[src/rtl/bp_me_clint_regfile.sv]
// CLINT register storage (mtime, mtimecmp, msip) behind the register adapter.
// One-hot sync strobes in; per-register read data latched one cycle later.
module bp_me_clint_regfile
  #(parameter int paddr_width_p    = 40
   ,parameter int reg_addr_width_p = paddr_width_p
   ,parameter int tick_div_p       = 8
   )
   (input  logic                        clk_i
   ,input  logic                        reset_i
   ,input  logic [2:0]                  r_v_i
   ,input  logic [2:0]                  w_v_i
   ,input  logic [reg_addr_width_p-1:0] addr_i
   ,input  logic [1:0]                  size_i
   ,input  logic [63:0]                 data_i
   ,output logic [2:0][63:0]            data_o
   ,output logic                        timer_irq_o
   ,output logic                        software_irq_o
   );

   localparam int pw_lp = (tick_div_p > 1) ? $clog2(tick_div_p) : 1;
   localparam logic [pw_lp-1:0] tick_max_lp = pw_lp'(tick_div_p - 1);

   logic [63:0]      mtime_q, mtime_d;
   logic [63:0]      mtimecmp_q, mtimecmp_d;
   logic             msip_q, msip_d;
   logic [pw_lp-1:0] presc_q, presc_d;
   logic [2:0][63:0] data_q, data_d;
   logic             timer_irq_q, timer_irq_d;
   logic             sw_irq_q, sw_irq_d;

   logic [2:0]  off;
   logic [5:0]  sh;
   logic [7:0]  len_mask, wmask;
   logic [63:0] wdata, wbits, rmask;
   logic        tick;

   // Lane masks: shifting the 8-bit mask drops lanes past byte 7
   always_comb begin
      off = addr_i[2:0];
      sh  = {off, 3'b000};
      unique case (size_i)
         2'd0:    len_mask = 8'h01;
         2'd1:    len_mask = 8'h03;
         2'd2:    len_mask = 8'h0f;
         default: len_mask = 8'hff;
      endcase
      wmask = len_mask << off;
      wdata = data_i << sh;
      wbits = '0;
      rmask = '0;
      for (int b = 0; b < 8; b++) begin
         wbits[8*b +: 8] = {8{wmask[b]}};
         rmask[8*b +: 8] = {8{len_mask[b]}};
      end
   end

   always_comb begin
      tick       = (presc_q == tick_max_lp);
      presc_d    = tick ? '0 : presc_q + pw_lp'(1);
      mtime_d    = tick ? mtime_q + 64'd1 : mtime_q;
      mtimecmp_d = mtimecmp_q;
      msip_d     = msip_q;
      data_d     = data_q;
      if (w_v_i[0]) begin
         mtime_d = (mtime_q & ~wbits) | (wdata & wbits);
         presc_d = '0;
      end
      if (w_v_i[1])
         mtimecmp_d = (mtimecmp_q & ~wbits) | (wdata & wbits);
      if (w_v_i[2] && wmask[0])
         msip_d = wdata[0];
      // Reads see pre-increment state
      if (r_v_i[0]) data_d[0] = (mtime_q >> sh) & rmask;
      if (r_v_i[1]) data_d[1] = (mtimecmp_q >> sh) & rmask;
      if (r_v_i[2]) data_d[2] = ({63'b0, msip_q} >> sh) & rmask;
      timer_irq_d = (mtime_d >= mtimecmp_d);
      sw_irq_d    = msip_d;
   end

   always_ff @(posedge clk_i) begin
      if (reset_i) begin
         mtime_q     <= '0;
         mtimecmp_q  <= '1;
         msip_q      <= 1'b0;
         presc_q     <= '0;
         data_q      <= '0;
         timer_irq_q <= 1'b0;
         sw_irq_q    <= 1'b0;
      end else begin
         mtime_q     <= mtime_d;
         mtimecmp_q  <= mtimecmp_d;
         msip_q      <= msip_d;
         presc_q     <= presc_d;
         data_q      <= data_d;
         timer_irq_q <= timer_irq_d;
         sw_irq_q    <= sw_irq_d;
      end
   end

   always_ff @(posedge clk_i) begin
      if (!reset_i)
         assert ($onehot0({r_v_i, w_v_i}));
   end

   assign data_o         = data_q;
   assign timer_irq_o    = timer_irq_q;
   assign software_irq_o = sw_irq_q;

endmodule

[config.mk]
export PLATFORM = sky130hd
export DESIGN_NAME = bp_me_clint_regfile
export DESIGN_NICKNAME = d
export VERILOG_FILES = /design/src/rtl/bp_me_clint_regfile.sv
export SDC_FILE = /design/constraint.sdc
export NUM_CORES = 1
export LEC_CHECK = 0
export CAP_MARGIN = 20
export CELL_PAD_IN_SITES_DETAIL_PLACEMENT = 1
export CELL_PAD_IN_SITES_GLOBAL_PLACEMENT = 1
export CORE_MARGIN = 2
export CORE_UTILIZATION = 43
export CTS_CLUSTER_SIZE = 25
export DETAILED_ROUTE_END_ITERATION = 6
export HOLD_SLACK_MARGIN = 0.06
export PLACE_DENSITY = 0.9
export SETUP_SLACK_MARGIN = 0.1
export SLEW_MARGIN = 20
export SYNTH_ARGS = -nofsm -noshare
export SYNTH_HDL_FRONTEND = slang
export SYNTH_SLANG_ARGS = --single-unit
[constraint.sdc]
create_clock -name clk_i -period 6.9 [get_ports clk_i]
set_input_delay 1.38 -clock clk_i [delete_from_list [all_inputs] [get_ports clk_i]]
set_output_delay 1.38 -clock clk_i [all_outputs]
set_load 0.02 [all_outputs]
==> results of run 1 <==
layer usage:
metal | part of all wire (%) | track usage [%] | up-vias
met3 | 10 | 8.805 | 271
met5 | 0.034 | 0 | -
met1 | 38 | 43.88 | 9187
li1 | - | - | 8124
met2 | 45 | 56.81 | 1101
met4 | 6.1 | 18.20 | 4
state kept, by name, indices dropped and copies added (netlist names):
signal and cells:
mtimecmp_q 64, data_o 129, presc_q 3, timer_irq_o 1, software_irq_o 1, mtime_q 64
cell usage after synthesis, drive strengths merged (17+ instances only):
cell | count | area share [%]
nand4 | 34 | 1.3
nor4 | 24 | 0.95
a21oi | 130 | 3.6
nor2b | 21 | 0.74
and3 | 18 | 0.63
clkbuf | 117 | 2.5
a211oi | 56 | 2.4
xnor2 | 17 | 0.83
o22ai | 48 | 1.7
and2 | 60 | 2.1
nor2 | 261 | 5.5
nand3 | 45 | 1.3
buf | 126 | 4.3
nand2 | 229 | 4.8
mux2 | 35 | 2.2
nor3 | 51 | 1.5
o21ai | 78 | 2.2
ha | 67 | 4.7
mux4 | 31 | 3.9
inv | 19 | 0.40
mux2i | 194 | 11
a22oi | 88 | 3.7
dfxtp | 262 | 29
final cells by class:
cell class,count,area [sq um],area share [%]
Multi-Input combinational cell,1733,11600,55.31
Clock inverter,14,202.7,0.9666
Timing Repair Buffer,246,2356,11.24
Tap cell,532,665.6,3.174
Inverter,20,75.07,0.3580
Antenna cell,1,2.502,0.01193
Sequential cell,262,5245,25.01
Clock buffer,39,824.5,3.932
metrics by stage:
| step | total power [mW] | instance area [sq um] |
|---|---|---|
| final | 4.477 | 20970 |
| after global routing | 4.609 | 20970 |
| after CTS | 4.451 | 20960 |
| after detailed placement | 2.765 | 19940 |
| after global placement | 2.719 | 19930 |
| after floorplan | 2.364 | 18100 |
logic make-up (layout without fill, tap and decap cells):
family,after synthesis,in the layout
buffers and inverters,263,319
adder cells (fa/ha/maj),67,67
multiplexers,260,260
AO/OA/AOI/OAI,526,526
flip-flops,262,262
AND/OR/NAND/NOR,791,791
other,1,64
XOR/XNOR,26,26
worst paths after layout:
kind / from / end / depth (start not counted) / slack (ps)
worst min-delay path: presc_q[0] / presc_q[0] / 1 / 450
worst max-delay path: size_i[0] / timer_irq_o / 13 / 1700
worst max register to register: presc_q[0] / timer_irq_o / 15 / 2030
worst min register to register: presc_q[0] / presc_q[0] / 1 / 450
worst max-delay path: cells and delay by family:
kind	cells	cell delay [ps]
buffers and inverters	2	1070
adders and majority gates	1	390
AOI/OAI and AO/OA	7	1840
and+or+nand+nor	3	960
power by group:
group / switching (mW) / internal [mW]
Clock: 0.705 / 0.990
Sequential: 0.132 / 1.59
Combinational: 0.674 / 0.389
==> reports/metrics.csv, run 1 <==
metric;value;unit
status;finished, violations left;
failing checks;design-rule violations;
drt wl/cell;28.08;um
Cell Rows;74;
Post-synth EDFFs;0;
area delta synth->final;17.36;%
CP required;7360;ps
die area;43200;sq um
# DRC;1;
worst ir drop on vdd;0.2354;mV
final worst slack;1698;ps
final setup fails;0;
Critical Path AT;5660;ps
drt via density;6.564;
Critical Path Max Stage Delay;880;ps
Mapped Cells;2196;
minimum clock period after layout;5202;ps
width of the die;207.9;um
core area;40920;sq um
Synth async-reset ratio;0;%
clock skew;17.85;ps
# Post-CTS Setup Buffers;0;
cell area after synthesis;17870;sq um
largest net degree at the start of global routing;85;
Slew Limit Headroom;30.68;%
Avg Cell Area, Syn;8.137;sq um
xor/xnor share of the synthesized area;1.274;%
CP most frequent cell;a211oi_1;
number of port buffers;207;
H-tree depth;1;
clock-pin slew on the worst setup and hold paths;60;ps
unrepaired setup endpoints after global routing;false;
Most used DFF post-synth;dfxtp_1;
Yosys warning count;0;
routability cong.;0.9862;
placed instance count;2793;
worst skew pair latency;610;ps
first-pass GRT wire length;117600;um
starting density of the core;43.66;%
Synth Area in Compound Gates;19.73;%
Unique masters post-synth;77;
most frequent cells in the layout;262 x dfxtp_1, 258 x nor2_1, 229 x nand2_1, 202 x clkdlybuf4s50_1, 194 x mux2i_1;
mux cell area share after synthesis;16.98;%
commonest non-fill, non-tap cell in the layout;dfxtp_1;
fill count;4858;
Critical Path End Type;register;
clock sinks;262;
io pins;308;
iteration count of the initial detailed-routing pass;7;
Final Max Tran Viols;0;
fmax;192.2;MHz
Seq/Total Area, Yosys;29.35;%
CTS root buf;clkbuf_16;
post_cts resized;0;
TritonCTS buffer count;30;
slowest CP cell;clkdlybuf4s50_1;
gr usage total;35.36;%
TNS Setup;0;ps
Clock Tree Buf Depth;3;
via count;18687;
CTS tree;yes;
Total Wirelength;79940;um
die height;207.9;um
adder and majority cell fraction of the synthesized area;4.692;%
Final Non-Filler Cells;2847;
critical path startpoint category;primary input;
Fin. Hold Viols;0;
fin util;51.24;%
initial DRC count;2216;
Antenna Nets Post-Route;0;
CTS Hold Bufs;0;
Max Cap Viol;0;
vias in the first global route;18560;
worst hold path type;register to register;
HPWL after DPL;60870;um
#FFs+latches synth;262;
CP Max Fanout;13;
Hold WS;445.2;ps
Worst-Margin Slew;1040;ps
grt ovf;0;
simple-gate share of the synthesized area;20.77;%
initial antenna violation count;3;
fin crit share;75.39;%
power per cell area;213.5;nW/um^2
Setup CP Type;primary input to register;
largest family of logic cells by synthesized area;simple AND/OR/NAND/NOR gates;
cells along the critical path;clkdlybuf4s50_1 > o31ai_1 > nor2_1 > a211oi_1 > a211oi_1 > ha_1 > nand4_1 > nor4_1 > a32oi_1 > o211ai_1 > a311oi_1 > buf_4 > o21ai_0;
layout cells sized above 1;7.952;%
post-place setup slack;1234;ps
nets@finish;2474;
LEAKAGE;8.170;nW
(Power assumes the default switching activity.)
==> inputs of run 2 (changes only) <==
--- a/config.mk
+++ b/config.mk
@@ -9,11 +9,11 @@
 export CELL_PAD_IN_SITES_DETAIL_PLACEMENT = 1
 export CELL_PAD_IN_SITES_GLOBAL_PLACEMENT = 1
 export CORE_MARGIN = 2
-export CORE_UTILIZATION = 43
+export CORE_UTILIZATION = 40
 export CTS_CLUSTER_SIZE = 25
 export DETAILED_ROUTE_END_ITERATION = 6
 export HOLD_SLACK_MARGIN = 0.06
-export PLACE_DENSITY = 0.9
+export PLACE_DENSITY = 0.85
 export SETUP_SLACK_MARGIN = 0.1
 export SLEW_MARGIN = 20
 export SYNTH_ARGS = -nofsm -noshare
==> constraint.sdc (replaced) <==
create_clock -name clk_i -period 5.1 [get_ports clk_i]
set_input_delay 1.02 -clock clk_i [delete_from_list [all_inputs] [get_ports clk_i]]
set_output_delay 1.02 -clock clk_i [all_outputs]
set_load 0.02 [all_outputs]
==> run 2 against run 1 <==
Compared with the run above: the run now ends clean; utilization shrank 1.8 points; critical path depth increased by 1; combinational power up 42%.
==> reports/metrics.csv, run 2 (same netlist as run 1, synthesis figures left out) <==
metric;value;unit;change
die height;215.4;um;+3.6%
drt via density;6.233;;-5.0%
Clock Tree Buf Depth;3;;unchanged
CTS tree;yes;;
Setup CP Type;register to register;;
io pins;308;;unchanged
initial antenna violation count;3;;unchanged
Final Non-Filler Cells;2998;;+5.3%
Psw;2.116;mW;+40%
unrepaired setup endpoints after global routing;false;;
first-pass GRT wire length;119000;um;+1.2%
Reg power frac;36.2;%;-2.2 points
placed instance count;2934;;+5.0%
critical path startpoint category;register;;
most frequent cells in the layout;262 x dfxtp_1, 258 x nor2_1, 229 x nand2_1, 202 x clkdlybuf4s50_1, 194 x mux2i_1;;
clock network power share;40.4;%;+2.5 points
power per cell area;293.7;nW/um^2;+38%
register area;5245;sq um;unchanged
cells along the critical path;ha_1 > ha_1 > nand4_2 > or2_1 > or4_4 > nor4_1 > mux2i_1 > nand3_1 > ha_1 > nand2_1 > nor4_1 > nor3b_1 > nand2_1 > o21ai_0;;
starting density of the core;40.50;%;-3.2 points
CP most frequent cell;ha_1;;
grt ovf;0;;unchanged
clock sinks;262;;unchanged
fill count;5298;;+9.1%
Slew Limit Headroom;28.12;%;-2.6 points
CP required;5570;ps;-1790 ps
clock-pin slew on the worst setup and hold paths;60;ps;about the same
Antenna Nets Post-Route;0;;unchanged
Fin. Hold Viols;0;;unchanged
LEAKAGE;8.653;nW;+5.9%
commonest non-fill, non-tap cell in the layout;dfxtp_1;;
Max Cap Viol;0;;unchanged
drt wl/cell;27.09;um;-3.5%
TNS Setup;0;ps;unchanged
met3 Resource Use GR;7.318;%;-1.5 points
slowest CP cell;or4_4;;
Placed Area;20630;sq um;+3.5%
die area;46380;sq um;+7.4%
Critical Path End Type;register;;
CTS root buf;clkbuf_16;;
max FFs per register;129;;unchanged
via count;18687;;unchanged
Final Max Tran Viols;0;;unchanged
multi-input combinational cell area;11590;sq um;about the same
Final Cell Area;21820;sq um;+4.1%
Net Sw Frac;33.01;%;-0.73 points
H-tree depth;2;;+1
Worst-Margin Slew;1067;ps;+27.13 ps
Pwr Total;6.409;mW;+43%
worst ir drop on vdd;0.2083;mV;-12%
Cell Rows;77;;+4.1%
fmax;214.2;MHz;
width of the die;215.4;um;+3.6%
minimum clock period after layout;4669;ps;
area delta synth->final;22.12;%;
core area;44120;sq um;+7.8%
iteration count of the initial detailed-routing pass;6;;-1
grt peak-use layer;met2;;
setup slack, reg-to-reg;430;ps;-1600 ps
initial DRC count;2052;;-7.4%
final worst slack;430.6;ps;-1267 ps
post-place setup slack;230.1;ps;-1004 ps
met1 usage;42.83;%;-1.0 points
routability cong.;1.004;;+1.8%
Critical Path AT;5140;ps;-520 ps
nets@finish;2559;;+3.4%
gr usage total;33.96;%;-1.4 points
Power Internal;4.294;mW;+45%
vias in the first global route;18531;;-0.16%
final setup fails;0;;unchanged
status;finished, final reports clean;;
# Post-CTS Setup Buffers;0;;unchanged
HPWL after DPL;62440;um;+2.6%
clock skew;19.65;ps;+1.801 ps
layout cells sized above 1;11.24;%;+3.3 points
number of port buffers;207;;unchanged
fin crit share;91.56;%;
Critical Path Max Stage Delay;620;ps;-260 ps
Comb pwr share;23.5;%;-0.2 points
TritonCTS buffer count;34;;+13%
post_cts resized;0;;unchanged
CTS Hold Bufs;0;;unchanged
# DRC;0;;-1
met2 usage;54.08;%;-2.7 points
worst skew pair latency;570;ps;-40 ps
largest net degree at the start of global routing;96;;+13%
CP Max Fanout;11;;-2
worst hold path type;register to register;;
Total Wirelength;81210;um;+1.6%
==> run 2: cell count changes in the layout (fill, tap and decap cells not counted), sizes merged <==
cell / change
clkinvlp: -2
clkbuf: +12
diode: +2
buf: +81
inv: +2
clkinv: -4
==> run 2: routing by layer <==
layer	vias to the layer above	share of wire [%]
met5	-	0
met4	0	5.9
met3	193	9.4
met2	1013	46
met1	9188	39
li1	8293	-
==> run 2: worst max-delay path, delay by kind of cell (launching register included) <==
| kind | cells | cell delay, ps |
|---|---|---|
| simple gates | 9 | 2850 |
| fa+ha+maj | 3 | 850 |
| flops | 1 | 340 |
| mux | 1 | 330 |
| compound gates | 1 | 210 |
==> run 2: worst paths after layout <==
check,depth (start not counted),startpoint,to
min reg2reg,1,presc_q[0],presc_q[0]
max,14,presc_q[0],timer_irq_o
min,1,presc_q[0],presc_q[0]
max reg2reg,14,presc_q[0],timer_irq_o
==> run 2: power by group through the flow <==
stage | Clock (mW) | Combinational, mW | Sequential (mW)
2_1_floorplan | 0 | 0.903 | 2.30
3_3_place_gp | 0 | 1.41 | 2.35
3_5_place_dp | 0 | 1.46 | 2.35
4_1_cts | 2.61 | 1.47 | 2.31
5_1_grt | 2.69 | 1.59 | 2.32
6_report | 2.59 | 1.50 | 2.32
==> run 2: final cells by class <==
class	count	area share, %
Sequential cell	262	24.04
Tap cell	592	3.394
Clock inverter	10	0.7855
Multi-Input combinational cell	1733	53.10
Inverter	20	0.3440
Antenna cell	3	0.03440
Clock buffer	51	4.604
Timing Repair Buffer	327	13.70
==> run 2: stage by stage <==
stage          utilization (%)  hold slack, ps
6_report                 49.45           448.4
5_1_grt                  49.44           457.0
4_1_cts                  49.43           451.5
2_1_floorplan                -           404.3
3_3_place_gp             46.76           416.7
3_5_place_dp             46.76           443.9
